**config.mk**
```make
export PLATFORM = sky130hd
export DESIGN_NAME = apb_timer_slave
export DESIGN_NICKNAME = d
export VERILOG_FILES = /design/src/rtl/apb_timer_pkg.sv /design/src/rtl/apb_timer_core.sv /design/src/rtl/apb_timer_slave.sv
export SDC_FILE = /design/constraint.sdc
export NUM_CORES = 1
export LEC_CHECK = 0
export CORE_MARGIN = 3
export CORE_UTILIZATION = 25
export CTS_CLUSTER_DIAMETER = 100
export CTS_CLUSTER_SIZE = 20
export DETAILED_ROUTE_END_ITERATION = 16
export MAX_ROUTING_LAYER = met4
export PLACE_DENSITY = 0.43
export SLEW_MARGIN = 0
export SYNTH_ARGS = -nofsm -noshare
export SYNTH_HDL_FRONTEND = slang
export SYNTH_SLANG_ARGS = --single-unit
```
**constraint.sdc**
```tcl
create_clock -name PCLK -period 8.25 [get_ports PCLK]
set_input_delay 1.65 -clock PCLK [delete_from_list [all_inputs] [get_ports PCLK]]
set_output_delay 1.65 -clock PCLK [all_outputs]
set_load 0.1 [all_outputs]
```
**src/rtl/apb_timer_pkg.sv**
```systemverilog
// Shared widths, register map, bit positions and APB state type for the APB timer slave.
// Optional prescaler is enabled by defining TIMER_PRESCALE_EN.
package apb_timer_pkg;

    localparam int unsigned DATA_W     = 32;
    localparam int unsigned ADDR_W     = 4;
    localparam int unsigned PRESCALE_W = 8;

    localparam logic [ADDR_W-1:0] OFF_CTRL   = ADDR_W'(32'h0);
    localparam logic [ADDR_W-1:0] OFF_LOAD   = ADDR_W'(32'h4);
    localparam logic [ADDR_W-1:0] OFF_COUNT  = ADDR_W'(32'h8);
    localparam logic [ADDR_W-1:0] OFF_STATUS = ADDR_W'(32'hC);

    localparam int unsigned CTRL_EN          = 0;
    localparam int unsigned CTRL_AUTO_RELOAD = 1;
    localparam int unsigned CTRL_IRQ_EN      = 2;
    localparam int unsigned CTRL_PSC_LSB     = 8;

    localparam int unsigned STAT_EXPIRED = 0;
    localparam int unsigned STAT_RUNNING = 1;

    typedef enum logic [1:0] {
        IDLE   = 2'd0,
        SETUP  = 2'd1,
        ACCESS = 2'd2
    } apb_state_t;

endpackage

```
**src/rtl/apb_timer_core.sv**
```systemverilog
// Down-counter with reload, expiry strobe and optional prescaler (TIMER_PRESCALE_EN).
module apb_timer_core
    import apb_timer_pkg::*;
(
    input  logic                  PCLK,
    input  logic                  PRESET,
    input  logic                  en,
    input  logic                  auto_reload,
`ifdef TIMER_PRESCALE_EN
    input  logic [PRESCALE_W-1:0] prescale,
    input  logic                  ctrl_wr,
`endif
    input  logic                  load_wr,
    input  logic [DATA_W-1:0]     load_wdata,
    input  logic [DATA_W-1:0]     load_val,
    output logic [DATA_W-1:0]     count,
    output logic                  expire_c
);

    logic tick_c;

`ifdef TIMER_PRESCALE_EN
    logic [PRESCALE_W-1:0] psc_cnt;

    // Restart the prescale window whenever the timer is stopped or reprogrammed
    always_ff @(posedge PCLK or posedge PRESET) begin
        if (PRESET) begin
            psc_cnt <= '0;
        end else if (!en || ctrl_wr || load_wr || (psc_cnt == prescale)) begin
            psc_cnt <= '0;
        end else begin
            psc_cnt <= psc_cnt + PRESCALE_W'(1);
        end
    end

    assign tick_c = en && (psc_cnt == prescale);
`else
    assign tick_c = en;
`endif

    // A LOAD write overrides the tick, so it also suppresses expiry
    assign expire_c = tick_c && !load_wr && (count == DATA_W'(1));

    always_ff @(posedge PCLK or posedge PRESET) begin
        if (PRESET) begin
            count <= '0;
        end else if (load_wr) begin
            count <= load_wdata;
        end else if (tick_c && (count > DATA_W'(1))) begin
            count <= count - DATA_W'(1);
        end else if (expire_c) begin
            count <= auto_reload ? load_val : '0;
        end
    end

endmodule

```
**src/rtl/apb_timer_slave.sv**
```systemverilog
// Zero-wait-state APB3 slave hosting CTRL/LOAD/COUNT/STATUS of a down-counting timer.
// Define TIMER_PRESCALE_EN to add the CTRL[15:8] prescaler.
module apb_timer_slave
    import apb_timer_pkg::*;
(
    input  logic              PCLK,
    input  logic              PRESET,
    input  logic              PSEL,
    input  logic              PENABLE,
    input  logic              PWRITE,
    input  logic [ADDR_W-1:0] PADDR,
    input  logic [DATA_W-1:0] PWDATA,
    output logic [DATA_W-1:0] PRDATA,
    output logic              irq
);

    apb_state_t        state, state_d;
    logic              setup_rd_c, access_c;
    logic              ctrl_wr_c, load_wr_c, status_wr_c;
    logic [ADDR_W-1:0] reg_addr;
    logic              en_q, auto_reload_q, irq_en_q, expired_q;
    logic              en_d, auto_reload_d, irq_en_d, expired_d;
    logic [DATA_W-1:0] load_q, count, rdata_c;
    logic              expire_c;
    logic              unused_paddr;
`ifdef TIMER_PRESCALE_EN
    logic [PRESCALE_W-1:0] prescale_q, prescale_d;
`endif

    assign reg_addr     = {PADDR[ADDR_W-1:2], 2'b00};
    assign unused_paddr = ^PADDR[1:0];

    always_ff @(posedge PCLK or posedge PRESET) begin
        if (PRESET) begin
            state <= IDLE;
        end else begin
            state <= state_d;
        end
    end

    // APB phase tracking; an access strobe without a preceding setup is dropped
    always_comb begin
        state_d     = IDLE;
        access_c    = 1'b0;
        ctrl_wr_c   = 1'b0;
        load_wr_c   = 1'b0;
        status_wr_c = 1'b0;
        setup_rd_c  = PSEL && !PENABLE && !PWRITE;
        case (state)
            IDLE:   if (PSEL && !PENABLE) state_d = SETUP;
            SETUP: begin
                if (PSEL && PENABLE) begin
                    state_d  = ACCESS;
                    access_c = 1'b1;
                end else if (PSEL) begin
                    state_d = SETUP;
                end
            end
            ACCESS: if (PSEL && !PENABLE) state_d = SETUP;
            default: state_d = IDLE;
        endcase
        if (access_c && PWRITE) begin
            ctrl_wr_c   = (reg_addr == OFF_CTRL);
            load_wr_c   = (reg_addr == OFF_LOAD);
            status_wr_c = (reg_addr == OFF_STATUS);
        end
    end

    // Expiry set wins over a same-cycle W1C
    always_comb begin
        en_d          = en_q;
        auto_reload_d = auto_reload_q;
        irq_en_d      = irq_en_q;
`ifdef TIMER_PRESCALE_EN
        prescale_d    = prescale_q;
`endif
        if (ctrl_wr_c) begin
            en_d          = PWDATA[CTRL_EN];
            auto_reload_d = PWDATA[CTRL_AUTO_RELOAD];
            irq_en_d      = PWDATA[CTRL_IRQ_EN];
`ifdef TIMER_PRESCALE_EN
            prescale_d    = PWDATA[CTRL_PSC_LSB +: PRESCALE_W];
`endif
        end
        expired_d = expire_c || (expired_q && !(status_wr_c && PWDATA[STAT_EXPIRED]));
    end

    always_comb begin
        rdata_c = '0;
        case (reg_addr)
            OFF_CTRL: begin
                rdata_c[CTRL_EN]          = en_q;
                rdata_c[CTRL_AUTO_RELOAD] = auto_reload_q;
                rdata_c[CTRL_IRQ_EN]      = irq_en_q;
`ifdef TIMER_PRESCALE_EN
                rdata_c[CTRL_PSC_LSB +: PRESCALE_W] = prescale_q;
`endif
            end
            OFF_LOAD:  rdata_c = load_q;
            OFF_COUNT: rdata_c = count;
            OFF_STATUS: begin
                rdata_c[STAT_EXPIRED] = expired_q;
                rdata_c[STAT_RUNNING] = en_q && (count != '0);
            end
            default: rdata_c = '0;
        endcase
    end

    always_ff @(posedge PCLK or posedge PRESET) begin
        if (PRESET) begin
            en_q          <= 1'b0;
            auto_reload_q <= 1'b0;
            irq_en_q      <= 1'b0;
            expired_q     <= 1'b0;
            load_q        <= '0;
            irq           <= 1'b0;
            PRDATA        <= '0;
`ifdef TIMER_PRESCALE_EN
            prescale_q    <= '0;
`endif
        end else begin
            en_q          <= en_d;
            auto_reload_q <= auto_reload_d;
            irq_en_q      <= irq_en_d;
            expired_q     <= expired_d;
            irq           <= expired_d && irq_en_d;
`ifdef TIMER_PRESCALE_EN
            prescale_q    <= prescale_d;
`endif
            if (load_wr_c) begin
                load_q <= PWDATA;
            end
            if (setup_rd_c) begin
                PRDATA <= rdata_c;
            end else if (access_c) begin
                PRDATA <= '0;
            end
        end
    end

    apb_timer_core u_core (
        .PCLK        (PCLK),
        .PRESET      (PRESET),
        .en          (en_q),
        .auto_reload (auto_reload_q),
`ifdef TIMER_PRESCALE_EN
        .prescale    (prescale_q),
        .ctrl_wr     (ctrl_wr_c),
`endif
        .load_wr     (load_wr_c),
        .load_wdata  (PWDATA),
        .load_val    (load_q),
        .count       (count),
        .expire_c    (expire_c)
    );

endmodule
```
Yosys cells after proc, flatten, opt, wreduce, memory -nomap -nowiden. Cells that the tools add are included.

Eq/ne operators: 6. Add/sub/neg operators: 1. Reduce and logical (&&, ||, !) cells: 22. Mux-type cells: 19. Shift-type cells: 0. Divide/modulo/power cells: 0. Magnitude comparators: 1. $mul: 0. Bitwise operators: 0.

Operators by type and width (number): $mux 32 (6); $pmux 29 s2 (1); $eq 32x1->1 const B (1); $gt 32x1->1 const B (1); $reduce_bool 32->1 (1); $sub 32x1->32 const B (1); $logic_and 1x1->1 (11); $mux 1 (8); $pmux 2 s4 (1); $eq 2x2->1 const B (3); $eq 2x1->1 const B (2); $logic_not 1->1 (4); $logic_not 4->1 (1); $pmux 2 s2 (1); $pmux 1 s3 (1); $reduce_bool 3->1 (1); $logic_not 2->1 (1); $mux 2 (1); $reduce_bool 2->1 (1); $reduce_or 2->1 (1); $logic_or 1x1->1 (1).

Bits in writable memories: 0. ROM bits: 0. Bits in latches: 0. Register bits: 103. Output and inout bits: 33. Memories kept: 0.

Depth between registers and ports, before layout. Gate-level depths: netlist (run 1).

Depth in word-level cells: 11. Depth in mapped cells: 12.

Modules after synthesis. A second synthesis (run 1) with hierarchy kept.

Cell total of the unflattened synthesis: 573. Area total of the unflattened synthesis: 5721.7 um^2.

By module, submodules not included: apb_timer_slave (seq. area each 1776.7 um^2, times used 1, cells each 254, area an instance 3173.0 um^2); apb_timer_core (seq. area each 800.8 um^2, times used 1, cells each 319, area an instance 2548.7 um^2).

Worst setup path before layout (run 1). OpenSTA, ideal clock, no wires.

Kind: input to register. From: input port PADDR[3]. To: register u_core.count[10]. Setup slack: 4.879 ns. Path buffers: 4. Setup time: 0.087 ns. Data arrival time: 3.285 ns. Stages: 10. Path through: inv_1 -> ha_1 -> clkbuf_1 -> and2_1 -> and2_1 -> clkbuf_1 -> clkbuf_1 -> buf_1 -> nand2_1 -> o211ai_1.

Longest elaborated chain between the ends: 6.

Ends and longest elaborated chain: start: declaration (RTL line apb_timer_slave.sv:11) `input logic [ADDR_W-1:0] PADDR,`; $eq 2x1->1 (*) (RTL line apb_timer_slave.sv:64) `load_wr_c = (reg_addr == OFF_LOAD);`; $mux 1 (*) (RTL line apb_timer_slave.sv:62) `if (access_c && PWRITE) begin`; $logic_not 1->1 (RTL line apb_timer_core.sv:42) `assign expire_c = tick_c && !load_wr && (count == DATA_W'(1));`; $logic_and 1x1->1 (2 in a row) (RTL line apb_timer_core.sv:42); $reduce_bool 3->1 (no source line); end signal: assignment (RTL line apb_timer_core.sv:48) `count <= load_wdata;`; end signal: assignment (RTL line apb_timer_core.sv:50) `count <= count - DATA_W'(1);`; end signal: assignment (RTL line apb_timer_core.sv:52) `count <= auto_reload ? load_val : '0;`; end: declaration (RTL line apb_timer_core.sv:16) `output logic [DATA_W-1:0] count,`.

Mark *: on every way between the ends. The rest lies on a longest branch, timed or not. A chain may end at the register's enable or synchronous reset.

Worst setup path in the final report (run 1).
From: input port PADDR[3]. To: register u_core.count[0].

Same word-level chain as after synthesis.

==> impl_metrics.xml, run 1 <==
<?xml version="1.0" encoding="UTF-8"?>
<metrics>
  <group name="sta">
    <metric name="tightestPinTransition" unit="ns">1.03</metric>
    <metric name="rsz0062_at_grt" unit="">false</metric>
    <metric name="report.final.hold_viol_count" unit="">0</metric>
    <metric name="slew-limit-headroom" unit="">0.314</metric>
    <metric name="final_max_slew_viol_count" unit="">0</metric>
    <metric name="timing.final.setup_violations" unit="">0</metric>
    <metric name="fin_ws" unit="ns">4.10</metric>
    <metric name="period_share" unit="">0.503</metric>
    <metric name="fin_setup_tns" unit="ns">0</metric>
    <metric name="clock_skews" unit="ns">0.0114</metric>
    <metric name="min_period" unit="ns">4.15</metric>
    <metric name="fmax" unit="MHz">241</metric>
  </group>
  <group name="worst_setup_path">
    <metric name="path_class" unit="">input pin to flop</metric>
    <metric name="critPathRequiredTime" unit="ns">8.49</metric>
    <metric name="type_of_destination_of_the_critical_path" unit="">flop</metric>
    <metric name="crit_path_max_fanout" unit="">43</metric>
    <metric name="arrival" unit="ns">4.39</metric>
    <metric name="startpoint_type" unit="">input pin</metric>
  </group>
  <group name="route">
    <metric name="avgRoutedWirePerCell" unit="um">19.2</metric>
    <metric name="viasPerCell" unit="">5.22</metric>
    <metric name="drt.antenna.violating_nets" unit="">0</metric>
    <metric name="drc_violation_count_after_routing" unit="">0</metric>
    <metric name="via_count" unit="">4989</metric>
    <metric name="dr.first_iter.drc_count" unit="">355</metric>
    <metric name="finalWirelength" unit="um">18300</metric>
    <metric name="pre_antenna_drt_iters" unit="">6</metric>
  </group>
  <group name="clocking">
    <metric name="cts_sinks" unit="">103</metric>
    <metric name="cts-root-buf" unit="">clkbuf_16</metric>
    <metric name="clock_tree.htree_level_count" unit="">3</metric>
    <metric name="tritoncts" unit="">yes</metric>
    <metric name="post-cts-setup-buffer-count" unit="">0</metric>
    <metric name="clock_tree.buffer_depth" unit="">2</metric>
    <metric name="number_of_hold_repair_buffers_added_at_the_cts_stage" unit="">0</metric>
    <metric name="clk_pin_slew_worst_paths" unit="ns">0.07</metric>
    <metric name="clock_network_latency_to_the_later_pin_of_the_worst_skew_pair" unit="ns">0.36</metric>
    <metric name="numCtsBuffers" unit="">9</metric>
    <metric name="post_cts_resized" unit="">0</metric>
  </group>
  <group name="power_and_ir_drop">
    <metric name="power.share.combinational" unit="">0.294</metric>
    <metric name="power_density" unit="nW/um^2">249</metric>
    <metric name="power.switching_fraction" unit="">0.394</metric>
    <metric name="leakagePower" unit="nW">2.74</metric>
    <metric name="pwr-share-clk" unit="">0.268</metric>
    <metric name="irDropWorstVdd" unit="mV">0.0901</metric>
    <metric name="pwr-share-seq" unit="">0.438</metric>
    <metric name="p_switching" unit="mW">0.658</metric>
    <metric name="power.internal" unit="mW">1.01</metric>
  </group>
  <group name="synthesis">
    <metric name="syn_area" unit="um^2">5490</metric>
    <metric name="postSynthAreaPerCell" unit="um^2">8.68</metric>
    <metric name="netlist-cell-type-count" unit="">59</metric>
    <metric name="ys_ff_latch" unit="">103</metric>
    <metric name="synth-main-ff-cell" unit="">dfrtp_1</metric>
    <metric name="synth.mux.area_fraction" unit="">0.0135</metric>
    <metric name="edff_count_synth" unit="">0</metric>
    <metric name="synth_top_cell_by_area" unit="">dfrtp_1</metric>
    <metric name="synth_fp_nets" unit="">679</metric>
    <metric name="synth_compound_gate_area_share" unit="">0.219</metric>
    <metric name="dominant_combinational_cell_family_by_area_after_synthesis" unit="">compound AO/OA/AOI/OAI gates</metric>
    <metric name="synth_top_area_share" unit="">0.470</metric>
    <metric name="synth_seq_area_share" unit="">0.470</metric>
    <metric name="xor_xnor_portion_of_the_synthesized_cell_area" unit="">0.0239</metric>
    <metric name="asyncSetResetFlopFracSynth" unit="">1.00</metric>
    <metric name="syn_inst" unit="">632</metric>
    <metric name="post_synth_fa_ha_maj_area_fraction" unit="">0.0137</metric>
    <metric name="synthTopCellsByArea" unit="">dfrtp_1 (47%), nand2_1 (11%), o21ai_0 (5.3%), a22oi_1 (4.9%), clkbuf_1 (2.5%)</metric>
    <metric name="synthSimpleGateAreaFrac" unit="">0.216</metric>
    <metric name="ys.warnings.count" unit="">0</metric>
  </group>
  <group name="place">
    <metric name="pre_cts_slack" unit="ns">3.74</metric>
    <metric name="buffer_ports.inserted" unit="">71</metric>
    <metric name="placer_congestion_estimate" unit="">0.824</metric>
    <metric name="detailedPlacementHpwl" unit="um">12000</metric>
    <metric name="detailed_place.area" unit="um^2">6410</metric>
  </group>
  <group name="grt">
    <metric name="grt_pass1_vias" unit="">5172</metric>
    <metric name="overall_global_routing_usage" unit="">0.161</metric>
    <metric name="grt_max_degree" unit="">69</metric>
    <metric name="initial_antenna_violation_count" unit="">0</metric>
    <metric name="grt_overflow_total" unit="">0</metric>
    <metric name="grt_pass1_wl" unit="um">29300</metric>
  </group>
  <group name="floorplan">
    <metric name="placementRows" unit="">53</metric>
    <metric name="io_pins" unit="">74</metric>
    <metric name="core_region_area" unit="um^2">21300</metric>
    <metric name="start_util" unit="">0.258</metric>
    <metric name="floorplan.die.height" unit="um">154</metric>
    <metric name="die-area" unit="um^2">23800</metric>
    <metric name="die_width" unit="um">154</metric>
  </group>
  <group name="layout">
    <metric name="layout.cells.most_common" unit="">nand2_1</metric>
    <metric name="final.fill_count" unit="">2248</metric>
    <metric name="drive_above_1_share" unit="">0.0574</metric>
    <metric name="final_cell_mix" unit="">nand2_1 (161), dfrtp_1 (103), clkdlybuf4s50_1 (71), o21ai_0 (57), a22oi_1 (36)</metric>
    <metric name="area_growth" unit="%">22.3</metric>
    <metric name="stdcell_area" unit="um^2">6710</metric>
    <metric name="final_nets" unit="">721</metric>
  </group>
  <group name="status">
    <metric name="result_of_the_run" unit="">complete, no violations</metric>
  </group>
  <group name="worst_hold_path">
    <metric name="min-delay-path-class" unit="">flop to flop</metric>
  </group>
  <group name="flow_run">
    <metric name="cap_violations" unit="">0</metric>
  </group>
</metrics>
==> power groups by stage <==
stage / combinational [mW] / sequential, mW / clock (mW)
final: 0.492 / 0.731 / 0.448
after global routing: 0.546 / 0.750 / 0.481
after CTS: 0.494 / 0.729 / 0.459
after detailed placement: 0.491 / 0.738 / 0
after global placement: 0.484 / 0.734 / 0
after floorplan: 0.311 / 0.755 / 0
==> layout make-up <==
class                           count  area (um^2)  area share
Antenna cell                        1         2.50    0.000373
Multi-Input combinational cell    473         2670       0.399
Clock inverter                      5         57.6     0.00858
Tap cell                          275          344      0.0513
Inverter                            6         25.0     0.00373
Sequential cell                   103         2580       0.384
Timing Repair Buffer               81          786       0.117
Clock buffer                       11          243      0.0362
==> critical path: stages <==
cell and delay, ns:
clkdlybuf4s50_1 0.48, inv_1 0.11, ha_1 0.15, buf_4 0.40, and2_1 0.27, and2_1 0.17, buf_4 0.47, nor2_1 0.13
buf_4 0.24, o21ai_0 0.19, nand3_1 0.10
==> cells in the mapped netlist, types with 6 or more instances <==
| cell | instances |
|---|---|
| a21oi_1 | 19 |
| xor2_1 | 11 |
| inv_1 | 6 |
| nand2_1 | 161 |
| buf_2 | 7 |
| nor4_1 | 10 |
| a31oi_1 | 13 |
| nand3_1 | 13 |
| nor2_1 | 31 |
| dfrtp_1 | 103 |
| ha_1 | 6 |
| nor3_1 | 16 |
| nand4_1 | 9 |
| o211ai_1 | 9 |
| clkbuf_1 | 37 |
| a22oi_1 | 36 |
| o21ai_0 | 58 |
==> final timing paths <==
path                                   from               end  slack [ns]  cells after the start
max                                PADDR[3]   u_core.count[0]        4.10                     11
min                                state[1]          state[0]        0.43                      1
max reg2reg                u_core.count[25]  u_core.count[26]        4.92                      5
min reg2reg                        state[1]          state[0]        0.43                      1
max in group asynchronous            PRESET        PRDATA[23]        5.32                      3
min in group asynchronous            PRESET         PRDATA[1]        1.66                      2
==> sequential cells by signal, indices dropped and copies added, names as in the netlist <==
name           count
auto_reload_q      1
PRDATA            32
en_q               1
load_q            32
state              2
irq                1
u_core.count      32
irq_en_q           1
expired_q          1
==> metrics by stage <==
stage / power [mW] / hold slack (ns) / instances / utilization
finish: 1.67 / 0.434 / 955 / 0.315
global route: 1.78 / 0.464 / 954 / 0.315
CTS: 1.68 / 0.437 / 954 / 0.315
detailed placement: 1.23 / 0.426 / 938 / 0.301
global placement: 1.22 / 0.418 / 938 / 0.301
floorplan: 1.07 / 0.410 / 632 / -
==> cell families (layout without fill, tap and decap cells) <==
| group | count (synthesis) | in the layout |
|---|---|---|
| xor gates and xnor gates | 15 | 15 |
| muxes | 7 | 7 |
| and+or+nand+nor | 267 | 267 |
| adders and majority gates | 6 | 6 |
| buffers and inverters | 56 | 103 |
| other | 0 | 1 |
| AOI/OAI and AO/OA | 178 | 178 |
| DFF | 103 | 103 |
==> layer usage <==
| layer | vias up | part of all wire | global-route usage |
|---|---|---|---|
| met1 | 2483 | 0.50 | 0.226 |
| met3 | 29 | 0.036 | 0.0234 |
| li1 | 2352 | - | - |
| met5 | - | 0 | - |
| met4 | 0 | 0.024 | 0.0580 |
| met2 | 125 | 0.44 | 0.235 |
No activity file was read; power rests on OpenSTA's default activity.
==> inputs of run 2 (changes only) <==
- PLACE_DENSITY: 0.43 -> 0.44
- clock period: 8.25 -> 3.75 ns (I/O delays scaled with it)
==> run 2 against run 1 <==
Final area increased by 0.91%. Global-route usage down 0.31 points. Clock-buffer cell count did not move. Routed wire length shrank 1.7%. Sequential cell count unchanged. Non-clock buffer count is 12 higher. First-iteration DRC count grew 4.5%. Worst setup slack lost 3.7 ns. Sequential power rose by 120%. Cell count rose by 0.84%. Critical path type is now flop to flop.
==> impl_metrics.xml, run 2 (same netlist as run 1, synthesis figures left out) <==
<?xml version="1.0" encoding="UTF-8"?>
<metrics>
  <group name="layout">
    <metric name="num_antenna_cells" unit="">0</metric>
    <metric name="multi_input_comb_area" unit="um^2">2670</metric>
    <metric name="area_growth" unit="%">23.4</metric>
    <metric name="layout_top_registers" unit="">PRDATA (32), load_q (32), u_core.count (32)</metric>
    <metric name="final.fill_count" unit="">2230</metric>
    <metric name="final_nets" unit="">733</metric>
    <metric name="drive_above_1_share" unit="">0.0683</metric>
    <metric name="layout.cells.most_common" unit="">nand2_1</metric>
    <metric name="seq_cell_area" unit="um^2">2580</metric>
    <metric name="final_cell_mix" unit="">nand2_1 (161), dfrtp_1 (103), clkdlybuf4s50_1 (71), o21ai_0 (57), a22oi_1 (36)</metric>
    <metric name="stdcell_area" unit="um^2">6770</metric>
  </group>
  <group name="power_and_ir_drop">
    <metric name="power.switching_fraction" unit="">0.394</metric>
    <metric name="irDropWorstVdd" unit="mV">0.204</metric>
    <metric name="leakagePower" unit="nW">2.79</metric>
    <metric name="power_density" unit="nW/um^2">529</metric>
    <metric name="total_power" unit="mW">3.58</metric>
    <metric name="pwr-share-clk" unit="">0.244</metric>
    <metric name="p_switching" unit="mW">1.41</metric>
    <metric name="power.internal" unit="mW">2.17</metric>
    <metric name="power.share.combinational" unit="">0.308</metric>
    <metric name="pwr-share-seq" unit="">0.449</metric>
  </group>
  <group name="sta">
    <metric name="fmax" unit="MHz">302</metric>
    <metric name="period_share" unit="">0.882</metric>
    <metric name="clock_skews" unit="ns">0.00607</metric>
    <metric name="fin_ws" unit="ns">0.444</metric>
    <metric name="fin_setup_tns" unit="ns">0</metric>
    <metric name="rsz0062_at_grt" unit="">false</metric>
    <metric name="timing.final.setup_violations" unit="">0</metric>
    <metric name="slew-limit-headroom" unit="">0.311</metric>
    <metric name="final_max_slew_viol_count" unit="">0</metric>
    <metric name="report.final.hold_viol_count" unit="">0</metric>
    <metric name="worst_hold_slack" unit="ns">0.444</metric>
    <metric name="tightestPinTransition" unit="ns">1.03</metric>
    <metric name="min_period" unit="ns">3.31</metric>
  </group>
  <group name="place">
    <metric name="pre_cts_slack" unit="ns">0.448</metric>
    <metric name="detailed_place.area" unit="um^2">6520</metric>
    <metric name="buffer_ports.inserted" unit="">71</metric>
    <metric name="detailedPlacementHpwl" unit="um">12500</metric>
    <metric name="placer_congestion_estimate" unit="">0.852</metric>
  </group>
  <group name="floorplan">
    <metric name="floorplan.die.height" unit="um">154</metric>
    <metric name="io_pins" unit="">74</metric>
    <metric name="placementRows" unit="">53</metric>
    <metric name="die_width" unit="um">154</metric>
    <metric name="core_region_area" unit="um^2">21300</metric>
    <metric name="start_util" unit="">0.258</metric>
    <metric name="die-area" unit="um^2">23800</metric>
  </group>
  <group name="route">
    <metric name="dr.first_iter.drc_count" unit="">371</metric>
    <metric name="viasPerCell" unit="">5.18</metric>
    <metric name="via_count" unit="">4985</metric>
    <metric name="avgRoutedWirePerCell" unit="um">18.7</metric>
    <metric name="pre_antenna_drt_iters" unit="">6</metric>
    <metric name="drc_violation_count_after_routing" unit="">0</metric>
    <metric name="drt.antenna.violating_nets" unit="">0</metric>
    <metric name="finalWirelength" unit="um">18000</metric>
  </group>
  <group name="grt">
    <metric name="grt_pass1_wl" unit="um">29000</metric>
    <metric name="grt_max_degree" unit="">58</metric>
    <metric name="initial_antenna_violation_count" unit="">0</metric>
    <metric name="grt_pass1_vias" unit="">5034</metric>
    <metric name="grt_overflow_total" unit="">0</metric>
    <metric name="overall_global_routing_usage" unit="">0.158</metric>
  </group>
  <group name="clocking">
    <metric name="number_of_hold_repair_buffers_added_at_the_cts_stage" unit="">0</metric>
    <metric name="clk_pin_slew_worst_paths" unit="ns">0.07</metric>
    <metric name="cts_sinks" unit="">103</metric>
    <metric name="post-cts-setup-buffer-count" unit="">0</metric>
    <metric name="cts-root-buf" unit="">clkbuf_16</metric>
    <metric name="clock_network_latency_to_the_later_pin_of_the_worst_skew_pair" unit="ns">0.35</metric>
    <metric name="tritoncts" unit="">yes</metric>
    <metric name="numCtsBuffers" unit="">9</metric>
    <metric name="post_cts_resized" unit="">0</metric>
    <metric name="clock_tree.buffer_depth" unit="">2</metric>
    <metric name="clock_tree.htree_level_count" unit="">3</metric>
  </group>
  <group name="worst_setup_path">
    <metric name="arrival" unit="ns">3.55</metric>
    <metric name="type_of_destination_of_the_critical_path" unit="">flop</metric>
    <metric name="startpoint_type" unit="">flop</metric>
    <metric name="path_class" unit="">flop to flop</metric>
    <metric name="cells_on_worst_reg2reg_path" unit="">5</metric>
    <metric name="critPathRequiredTime" unit="ns">3.99</metric>
    <metric name="crit_path_max_fanout" unit="">14</metric>
  </group>
  <group name="flow_run">
    <metric name="cap_violations" unit="">0</metric>
  </group>
  <group name="worst_hold_path">
    <metric name="min-delay-path-class" unit="">flop to flop</metric>
    <metric name="min_delay_path_depth" unit="">1</metric>
  </group>
  <group name="status">
    <metric name="result_of_the_run" unit="">complete, no violations</metric>
  </group>
</metrics>
run 2: cell types whose count changed in the layout (fill, tap and decap cells not counted), sizes merged:
cell and change:
diode -1, clkinv -2, bufinv -1, buf +12
run 2: stage by stage:
step,instances,util
floorplan,632,-
global placement,950,0.306
CTS,963,0.318
finish,963,0.318
global route,963,0.318
detailed placement,950,0.306
run 2: worst paths after layout:
kind	startpoint	slack (ns)	endpoint
max	u_core.count[26]	0.44	u_core.count[30]
min	state[1]	0.44	state[0]
max in group asynchronous	PRESET	2.18	load_q[15]
max reg2reg	u_core.count[26]	0.44	u_core.count[30]
min reg2reg	state[1]	0.44	state[0]
min in group asynchronous	PRESET	0.83	PRDATA[14]
run 2: power by group through the flow:
stage	Combinational (mW)	Sequential, mW	Clock [mW]
4_1_cts	1.11	1.60	0.902
3_5_place_dp	1.10	1.62	0
6_report	1.10	1.61	0.872
5_1_grt	1.22	1.64	0.939
3_3_place_gp	1.09	1.61	0
2_1_floorplan	0.685	1.66	0
run 2: layer usage:
| layer | track usage | vias up | routed length, um |
|---|---|---|---|
| li1 | - | 2367 | - |
| met1 | 0.221 | 2481 | 9000 |
| met2 | 0.234 | 113 | 7990 |
| met3 | 0.0265 | 24 | 678 |
| met4 | 0.0479 | 0 | 342 |
| met5 | - | - | 0 |
run 2: cell type report:
class | count | share of cell area
sequential | 103 | 0.381
inverter | 6 | 0.00370
tap | 275 | 0.0508
timing repair buffer | 93 | 0.133
multi-input combinational | 473 | 0.394
clock buffer | 11 | 0.0359
clock inverter | 2 | 0.00148
run 2: worst max-delay path, stage by stage (launching register included):
cell     delay [ns]
dfrtp_1        0.42
or4_1          0.65
or4_4          0.61
o21a_1         0.40
or2_0          0.65
o221a_2        0.46
==> inputs of run 3 (changes only) <==
- SETUP_SLACK_MARGIN: unset -> 0.1
==> results of run 3 <==
No change in the layout: final DEF, timing and power equal those of run 2.
